`src/rtl/jtag_hex_pkg.sv`:
```
// Shared constants, command encodings and parser state for the JTAG hex command path.
package jtag_hex_pkg;

    localparam logic [7:0] CH_S   = 8'h53;
    localparam logic [7:0] CH_R   = 8'h52;
    localparam logic [7:0] CH_W   = 8'h57;
    localparam logic [7:0] CH_LF  = 8'h0A;
    localparam logic [7:0] CH_CR  = 8'h0D;
    localparam logic [7:0] CH_SP  = 8'h20;
    localparam logic [7:0] CH_TAB = 8'h09;

    localparam logic [1:0] CMD_SETADR = 2'b00;
    localparam logic [1:0] CMD_READ   = 2'b01;
    localparam logic [1:0] CMD_WRITE  = 2'b10;

    typedef enum logic [1:0] {
        IDLE   = 2'd0,
        DIGITS = 2'd1,
        SKIP   = 2'd2
    } state_t;

    function automatic logic is_ws(input logic [7:0] c);
        return (c == CH_SP) || (c == CH_TAB) || (c == CH_CR) || (c == CH_LF);
    endfunction

    // Returns {valid, cmd[1:0]}; only uppercase letters are commands.
    function automatic logic [2:0] cmd_decode(input logic [7:0] c);
        logic [2:0] r;
        case (c)
            CH_S:    r = {1'b1, CMD_SETADR};
            CH_R:    r = {1'b1, CMD_READ};
            CH_W:    r = {1'b1, CMD_WRITE};
            default: r = 3'b000;
        endcase
        return r;
    endfunction

endpackage

```
`src/rtl/jtag_hex_nibble.sv`:
```
// ASCII hex character to nibble decoder; accepts 0-9, a-f, A-F.
module jtag_hex_nibble (
    input  logic [7:0] i_byte,
    output logic       o_is_hex,
    output logic [3:0] o_nibble
);

    // Letters map by low bits: 'a'/'A' have low nibble 1, plus 9 gives 10.
    always_comb begin
        o_is_hex = 1'b0;
        o_nibble = 4'h0;
        if (i_byte >= 8'h30 && i_byte <= 8'h39) begin
            o_is_hex = 1'b1;
            o_nibble = i_byte[3:0];
        end else if ((i_byte >= 8'h61 && i_byte <= 8'h66) ||
                     (i_byte >= 8'h41 && i_byte <= 8'h46)) begin
            o_is_hex = 1'b1;
            o_nibble = i_byte[3:0] + 4'd9;
        end
    end

endmodule

```
`src/rtl/jtag_hex_cmd.sv`:
```
// Parses host ASCII (hex digits + S/R/W) into command words with a strobe/busy handoff.
module jtag_hex_cmd
    import jtag_hex_pkg::*;
#(
    parameter int unsigned DW     = 32,
    parameter int unsigned LGDROP = 8
) (
    input  logic              i_clk,
    input  logic              i_rst_n,
    input  logic              i_rx_stb,
    input  logic [7:0]        i_rx_data,
    output logic              o_cmd_stb,
    output logic [DW+1:0]     o_cmd_word,
    input  logic              i_cmd_busy,
    output logic              o_err,
    output logic [LGDROP-1:0] o_drop_cnt
);

    localparam int unsigned NDIG = DW / 4;
    localparam int unsigned CW   = $clog2(NDIG + 1);

    state_t              r_state, w_state_nx;
    logic [DW-1:0]       r_acc, w_acc_nx;
    logic [CW-1:0]       r_cnt, w_cnt_nx;
    logic                r_cmd_stb;
    logic [DW+1:0]       r_cmd_word;
    logic                r_err;
    logic [LGDROP-1:0]   r_drop_cnt;

    logic                w_is_hex;
    logic [3:0]          w_nib;
    logic [2:0]          w_cmd_dec;
    logic                w_emit;
    logic [DW-1:0]       w_emit_val;
    logic                w_bad;
    logic                w_accept;
    logic                w_load;
    logic                w_drop;

    jtag_hex_nibble u_nibble (
        .i_byte   (i_rx_data),
        .o_is_hex (w_is_hex),
        .o_nibble (w_nib)
    );

    assign w_cmd_dec = cmd_decode(i_rx_data);

    // Parser next-state: one character per strobe.
    always_comb begin
        w_state_nx = r_state;
        w_acc_nx   = r_acc;
        w_cnt_nx   = r_cnt;
        w_emit     = 1'b0;
        w_emit_val = '0;
        w_bad      = 1'b0;
        if (i_rx_stb) begin
            case (r_state)
                IDLE: begin
                    if (w_is_hex) begin
                        w_acc_nx   = DW'(w_nib);
                        w_cnt_nx   = CW'(1);
                        w_state_nx = DIGITS;
                    end else if (w_cmd_dec[2]) begin
                        w_emit = 1'b1;
                    end else if (!is_ws(i_rx_data)) begin
                        w_bad      = 1'b1;
                        w_state_nx = SKIP;
                    end
                end
                DIGITS: begin
                    if (w_is_hex) begin
                        // Oldest digits fall off the top; the last DW/4 digits win.
                        w_acc_nx = (r_acc << 4) | DW'(w_nib);
                        if (r_cnt < CW'(NDIG)) begin
                            w_cnt_nx = r_cnt + CW'(1);
                        end
                    end else if (w_cmd_dec[2]) begin
                        w_emit     = 1'b1;
                        w_emit_val = r_acc;
                        w_acc_nx   = '0;
                        w_cnt_nx   = '0;
                        w_state_nx = IDLE;
                    end else if (!is_ws(i_rx_data)) begin
                        w_bad      = 1'b1;
                        w_acc_nx   = '0;
                        w_cnt_nx   = '0;
                        w_state_nx = SKIP;
                    end
                end
                SKIP: begin
                    if (i_rx_data == CH_LF) begin
                        w_state_nx = IDLE;
                    end
                end
                default: begin
                    w_state_nx = IDLE;
                    w_acc_nx   = '0;
                    w_cnt_nx   = '0;
                end
            endcase
        end
    end

    // A new word may load only if the holding register is empty or drains this edge.
    assign w_accept = r_cmd_stb & ~i_cmd_busy;
    assign w_load   = w_emit & (~r_cmd_stb | w_accept);
    assign w_drop   = w_emit & ~w_load;

    // Parser state registers.
    always_ff @(posedge i_clk or negedge i_rst_n) begin
        if (!i_rst_n) begin
            r_state <= IDLE;
            r_acc   <= '0;
            r_cnt   <= '0;
        end else begin
            r_state <= w_state_nx;
            r_acc   <= w_acc_nx;
            r_cnt   <= w_cnt_nx;
        end
    end

    // Holding register, error pulse and saturating drop counter.
    always_ff @(posedge i_clk or negedge i_rst_n) begin
        if (!i_rst_n) begin
            r_cmd_stb  <= 1'b0;
            r_cmd_word <= '0;
            r_err      <= 1'b0;
            r_drop_cnt <= '0;
        end else begin
            r_cmd_stb <= w_load | (r_cmd_stb & ~w_accept);
            if (w_load) begin
                r_cmd_word <= {w_cmd_dec[1:0], w_emit_val};
            end
            r_err <= w_bad | w_drop;
            if (w_drop && (r_drop_cnt != '1)) begin
                r_drop_cnt <= r_drop_cnt + LGDROP'(1);
            end
        end
    end

    assign o_cmd_stb  = r_cmd_stb;
    assign o_cmd_word = r_cmd_word;
    assign o_err      = r_err;
    assign o_drop_cnt = r_drop_cnt;

endmodule
```
`config.mk`:
```
export PLATFORM = sky130hd
export DESIGN_NAME = jtag_hex_cmd
export DESIGN_NICKNAME = d
export VERILOG_FILES = /design/src/rtl/jtag_hex_pkg.sv /design/src/rtl/jtag_hex_nibble.sv /design/src/rtl/jtag_hex_cmd.sv
export SDC_FILE = /design/constraint.sdc
export NUM_CORES = 1
export LEC_CHECK = 0
export CORE_MARGIN = 2
export CORE_UTILIZATION = 45
export DETAILED_ROUTE_END_ITERATION = 10
export PLACE_DENSITY = 0.77
export SYNTH_ARGS = -nofsm -noshare
export SYNTH_HDL_FRONTEND = slang
export SYNTH_SLANG_ARGS = --single-unit
export TNS_END_PERCENT = 10
```
`constraint.sdc`:
```
create_clock -name i_clk -period 1.8 [get_ports i_clk]
set_input_delay 0.54 -clock i_clk [delete_from_list [all_inputs] [get_ports i_clk]]
set_output_delay 0.54 -clock i_clk [all_outputs]
set_load 0.01 [all_outputs]
```
-- Word level (Yosys, flattened, before mapping)
Cells that the tools add are included.
W data, S select, Z words.
- output and inout port bits: 44
- bits in registers: 78
- magnitude comparators: 6
- add/subtract/negate cells: 2
- multiplexer cells: 30
- equality and inequality tests: 15
- reduce and logical (&&, ||, !) cells: 12
- bitwise gates (word level): 13
- operators by type and width (operator ; count):
    $mux W32 ; 8
    $pmux W32 S3 ; 1
    $or A32 B4 Y32 ; 1
    $eq A8 B4 Y1 const B ; 3
    $eq A8 B7 Y1 const B ; 3
    $ge A8 B7 Y1 const B ; 2
    $le A8 B7 Y1 const B ; 2
    $mux W2 ; 6
    $mux W1 ; 11
    $pmux W3 S3 ; 1
    $add A8 B1 Y8 const B ; 1
    $eq A8 B6 Y1 const B ; 1
    $ge A8 B6 Y1 const B ; 1
    $le A8 B6 Y1 const B ; 1
    $mux W4 ; 2
    $ne A8 B8 Y1 const B ; 1
    $reduce_and A4 Y1 ; 2
    $pmux W2 S3 ; 1
    $not A1 Y1 ; 5
    $add A4 B4 Y4 const B ; 1
    $and A1 B1 Y1 ; 4
    $logic_and A1 B1 Y1 ; 4
    $logic_or A1 B1 Y1 ; 4
    $ne A2 B2 Y1 const B ; 2
    other kinds (8) ; 10

-- Longest topological paths before layout
- depth after elaboration: 12
- gate-level depth with buffers: 9
- mapped depth without buffers: 7

-- Hierarchy
Synthesis repeated with hierarchy kept, for this count alone.
- cells, all modules: 310
- area total of the unflattened synthesis: 3469.6 um2
- by module, submodules not included (module ; times used ; area an instance (um2) ; cells an instance):
    jtag_hex_cmd ; 1 ; 3291.9 ; 291
    jtag_hex_nibble ; 1 ; 177.7 ; 19

-- Least setup slack after synthesis
Ideal clock, no wire load.
- path type: input port to flip-flop
- start: in i_rx_data[1]
- end: reg r_cmd_word[0] (netlist: o_cmd_word[0])
- arrival time: 2.116 ns
- stages: 7
- required time: 1.679 ns
- path slack: -0.437 ns
- cell sequence: inv_1 ha_1 o21ba_2 o21ai_0 nand4_2 buf_2 a22o_1
- longest elaborated chain between the ends: 9
- elaborated cells on any way between the ends: 25
- those cells by class: 6 x order compare; 3 x eq/ne; 11 x mux; 1 x bitwise; 4 x reduce/logical
- RTL lines (what ; RTL line ; RTL):
    from (decl) ; jtag_hex_cmd.sv:11 ; input logic [7:0] i_rx_data,
    $ge A8 B7 Y1, or another cell as far along ; jtag_hex_nibble.sv:15 ; end else if ((i_byte >= 8'h61 && i_byte <= 8'h66) ||
    $logic_and A1 B1 Y1 (on tied branches) ; jtag_hex_nibble.sv:15, jtag_hex_nibble.sv:16 ;
    $logic_or A1 B1 Y1 ; jtag_hex_nibble.sv:15 ;
    $mux W1 ; jtag_hex_nibble.sv:15 ;
    $mux W1 ; jtag_hex_nibble.sv:12 ; if (i_byte >= 8'h30 && i_byte <= 8'h39) begin
    $mux W1 ; jtag_hex_cmd.sv:71 ; if (w_is_hex) begin
    $mux W1 ; -- ;
    $mux W1 ; jtag_hex_cmd.sv:56 ; if (i_rx_stb) begin
    $and A1 B1 Y1 ; jtag_hex_cmd.sv:106 ; assign w_load = w_emit & (~r_cmd_stb | w_accept);
    to (signal assigned) ; jtag_hex_cmd.sv:132 ; r_cmd_word <= {w_cmd_dec[1:0], w_emit_val};
    to (decl) ; jtag_hex_cmd.sv:26 ; logic [DW+1:0] r_cmd_word;
Several ways; a longest one is shown, not always the timed one.
A chain may end at the register's enable or synchronous reset.

-- Worst setup path in the final report
- start: in i_rx_data[3]
- end: reg r_cmd_word[32] (netlist: o_cmd_word[32])
The elaborated chain is that of the path after synthesis.

==> flow_metrics.env <==
export IMPL_outcome="finished, violations left"
export IMPL_violations="negative setup slack"
export IMPL_pwr_share_comb_pct=16.8
export IMPL_layout_commonest_cell="dfrtp_1"
export IMPL_p_seq_share_pct=55.2
export IMPL_routedWlPerCell_um=17.1
export IMPL_synth_ff_type="dfrtp_1"
export IMPL_power_density_nw_per_um2=845
export IMPL_dp_cells=499
export IMPL_fp_row_count=32
export IMPL_fmax_mhz=486
export IMPL_cts_sinks=78
export IMPL_yosys_area_top_type="dfrtp_1"
export IMPL_mostFrequentLayoutCells="76 x dfrtp_1, 47 x nand2_1, 33 x buf_4"
export IMPL_crit_chain="buf_6, or3b_4, or4_4, buf_4, buf_4, nand4_4, mux2_4"
export IMPL_finalWorstSetupSlack_ps=-256
export IMPL_drtPass1Iterations=4
export IMPL_areaGrowthSynthToFinish_pct=48.5
export IMPL_synth_async_sr_flop_share_pct=100
export IMPL_cts_root_buf="clkbuf_8"
export IMPL_clk_latency_ps=340
export IMPL_timing_critical_path_arrival_ps=2280
export IMPL_finalCritPeriodShare_pct=114
export IMPL_power_frac_clock_pct=28.0
export IMPL_irDropWorstVdd_mv=0.569
export IMPL_p_int_w=0.00303
export IMPL_dpl_worst_slack_ps=-1100
export IMPL_cp_top_family="simple AND/OR/NAND/NOR gates"
export IMPL_clkTransAtPathRegs_ps=80
export IMPL_hp_class="in2async"
export IMPL_grt_pass1_vias=2950
export IMPL_n_fill_cell=532
export IMPL_slew_headroom_pct=61.3
export IMPL_port_buffers=55
export IMPL_cp_slowest_cell="or4_4"
export IMPL_grt_max_degree=57
export IMPL_sw_frac_of_total_pct=30.6
export IMPL_p_sw_w=0.00133
export IMPL_core_area_um2=7610
export IMPL_dieArea_um2=8450
export IMPL_yosys_warnings=0
export IMPL_drc_errors=0
export IMPL_yosysSeqAreaShare_pct=56.1
export IMPL_critPathRequiredTime_ps=2030
export IMPL_syn_inst=325
export IMPL_vias_per_cell=5.64
export IMPL_gp_congestion=0.912
export IMPL_fin_tns_setup_ps=-13530
export IMPL_clock_skew_ps=8.19
export IMPL_synth_area_top_cells="dfrtp_1 56%, a22o_1 8.1%, nand2_1 6.5%"
export IMPL_die_y_um=91.9
export IMPL_grt_pass1_wl_um=14600
export IMPL_crit_top_cell="buf_4"
export IMPL_regArea_um2=1950
export IMPL_finalSetupViolations=76
export IMPL_initial_utilization_pct=45.7
export IMPL_grt_use_total_pct=21.9
export IMPL_grt_ovfl_total=0
export IMPL_dp_hpwl_um=5430
export IMPL_finalCriticalPeriod_ps=2060
export IMPL_synth_edff_count=0
export IMPL_drt_iter0_markers=198
export IMPL_multi_input_area_um2=1670
export IMPL_grt_setup_unrepaired="yes"
export IMPL_slowest_delay_ps=550
export IMPL_tightestPinTransition_ps=580
export IMPL_fin_cells=527
export IMPL_drt_antenna_violating_nets=0
export IMPL_syn_area_per_cell_um2=10.7
export IMPL_power_leakage_nw=2.88
export IMPL_drive_gt1_share_pct=29.4
export IMPL_routed_wl_um=9030
export IMPL_synth_seq_cells=78
export IMPL_die_width_um=91.9
export IMPL_cp_end_kind="flop"
export IMPL_synth_area_um2=3480
export IMPL_max_cap_violations=0
export IMPL_antenna_found_initial=0
export IMPL_worstSetupPathType="in2reg"
export IMPL_ys_types=43
export IMPL_synthesis_nets=342
export IMPL_cts_made_buffers=9
export IMPL_antennaDiodeCount=0
export IMPL_fin_nets=439
export IMPL_ctsHoldBuffers=0
export IMPL_cp_start_kind="primary input"
export IMPL_critPathBufInv=3
export IMPL_slew_viol_final=0
export IMPL_vias=2972
export IMPL_worstPathMaxFanout=3
export IMPL_netlist_area_leader_share_pct=56.1
export IMPL_finalHoldViolCount=0
export IMPL_clockBufferDepth=2
export IMPL_htree_levels=3
export IMPL_cts_tree="built"
export IMPL_pin_count=56
## cells in the mapped netlist, types with 3 or more instances
cell type  number
and3_1          4
mux2_2          6
nand4_1         5
o21ai_0         5
nor2b_1         3
nand2_1        60
a21oi_1        30
nor2_1          4
xnor2_1         6
a31oi_1        27
dfrtp_1        78
ha_1            5
clkbuf_1       15
a22o_1         32
buf_2           5
inv_1           6
## cells by family (layout without fill, tap and decap cells)
group / count (synthesis) / after routing / synth area share, %
DFF: 78 / 78 / 56.1
adders and majority gates: 5 / 5 / 1.80
xor gates and xnor gates: 7 / 7 / 1.76
and+or+nand+nor: 90 / 90 / 12.2
AOI/OAI and AO/OA: 110 / 110 / 22.3
buffers and inverters: 28 / 128 / 3.63
muxes: 7 / 7 / 2.23
## final timing paths
path / start / to / slack (ps) / cells after the start
max: i_rx_data[3] / o_cmd_word[32]$_DFFE_PN0P_ / -260 / 7
min: i_rst_n / r_acc[29]$_DFFE_PN0P_ / 110 / 1
max reg2reg: r_state[1]$_DFFE_PN0P_ / r_acc[31]$_DFFE_PN0P_ / 30 / 5
min reg2reg: o_cmd_word[28]$_DFFE_PN0P_ / o_cmd_word[28]$_DFFE_PN0P_ / 490 / 1
max in group asynchronous: i_rst_n / r_acc[8]$_DFFE_PN0P_ / 1140 / 2
min in group i_clk: o_cmd_word[28]$_DFFE_PN0P_ / o_cmd_word[28]$_DFFE_PN0P_ / 490 / 1
## power by group through the flow
stage | combinational (W) | clock (W) | sequential (W)
6_report | 0.000735 | 0.00122 | 0.00241
5_1_grt | 0.000819 | 0.00132 | 0.00246
4_1_cts | 0.000649 | 0.00123 | 0.00236
3_5_place_dp | 0.000611 | 0 | 0.00238
3_3_place_gp | 0.000576 | 0 | 0.00237
2_1_floorplan | 0.000404 | 0 | 0.00228
## per-stage QoR
step                hold WS [ps]  total power [W]  util, %  area, um^2
floorplan                    244          0.00268        -        3550
global placement             469          0.00295     58.7        4460
detailed placement           482          0.00299     58.7        4460
CTS                          128          0.00425     65.2        4960
global route                 131          0.00459     67.9        5170
finish                       111          0.00437     67.9        5170
## sequential cells by signal, summed over array words and instances, names as in the netlist
name        flops
r_state         2
o_err           1
o_drop_cnt      8
o_cmd_stb       1
r_acc          32
o_cmd_word     34
## timing repair
| item | in CTS | in global routing |
|---|---|---|
| endpoints found under the setup margin | 90 | 108 |
| gates cloned | 3 | 0 |
| buffers inserted | 11 | 3 |
| resized for setup | 80 | 67 |
| pin swaps | 45 | 37 |
## metal layers
metal / wire, um / GRT usage [%]
met1: 3970 / 29.8
met4: 149 / 6.97
met5: 0 / 0
met3: 378 / 4.85
met2: 4540 / 35.0
## layout make-up
cell class / count / share of cell area [%]
Multi-Input combinational cell: 219 / 32.3
Timing Repair Buffer: 108 / 23.2
Tap cell: 102 / 2.47
Clock inverter: 4 / 0.969
Clock buffer: 10 / 2.47
Inverter: 6 / 0.775
Sequential cell: 78 / 37.8
Note: power is estimated with default switching activity, not from simulation.
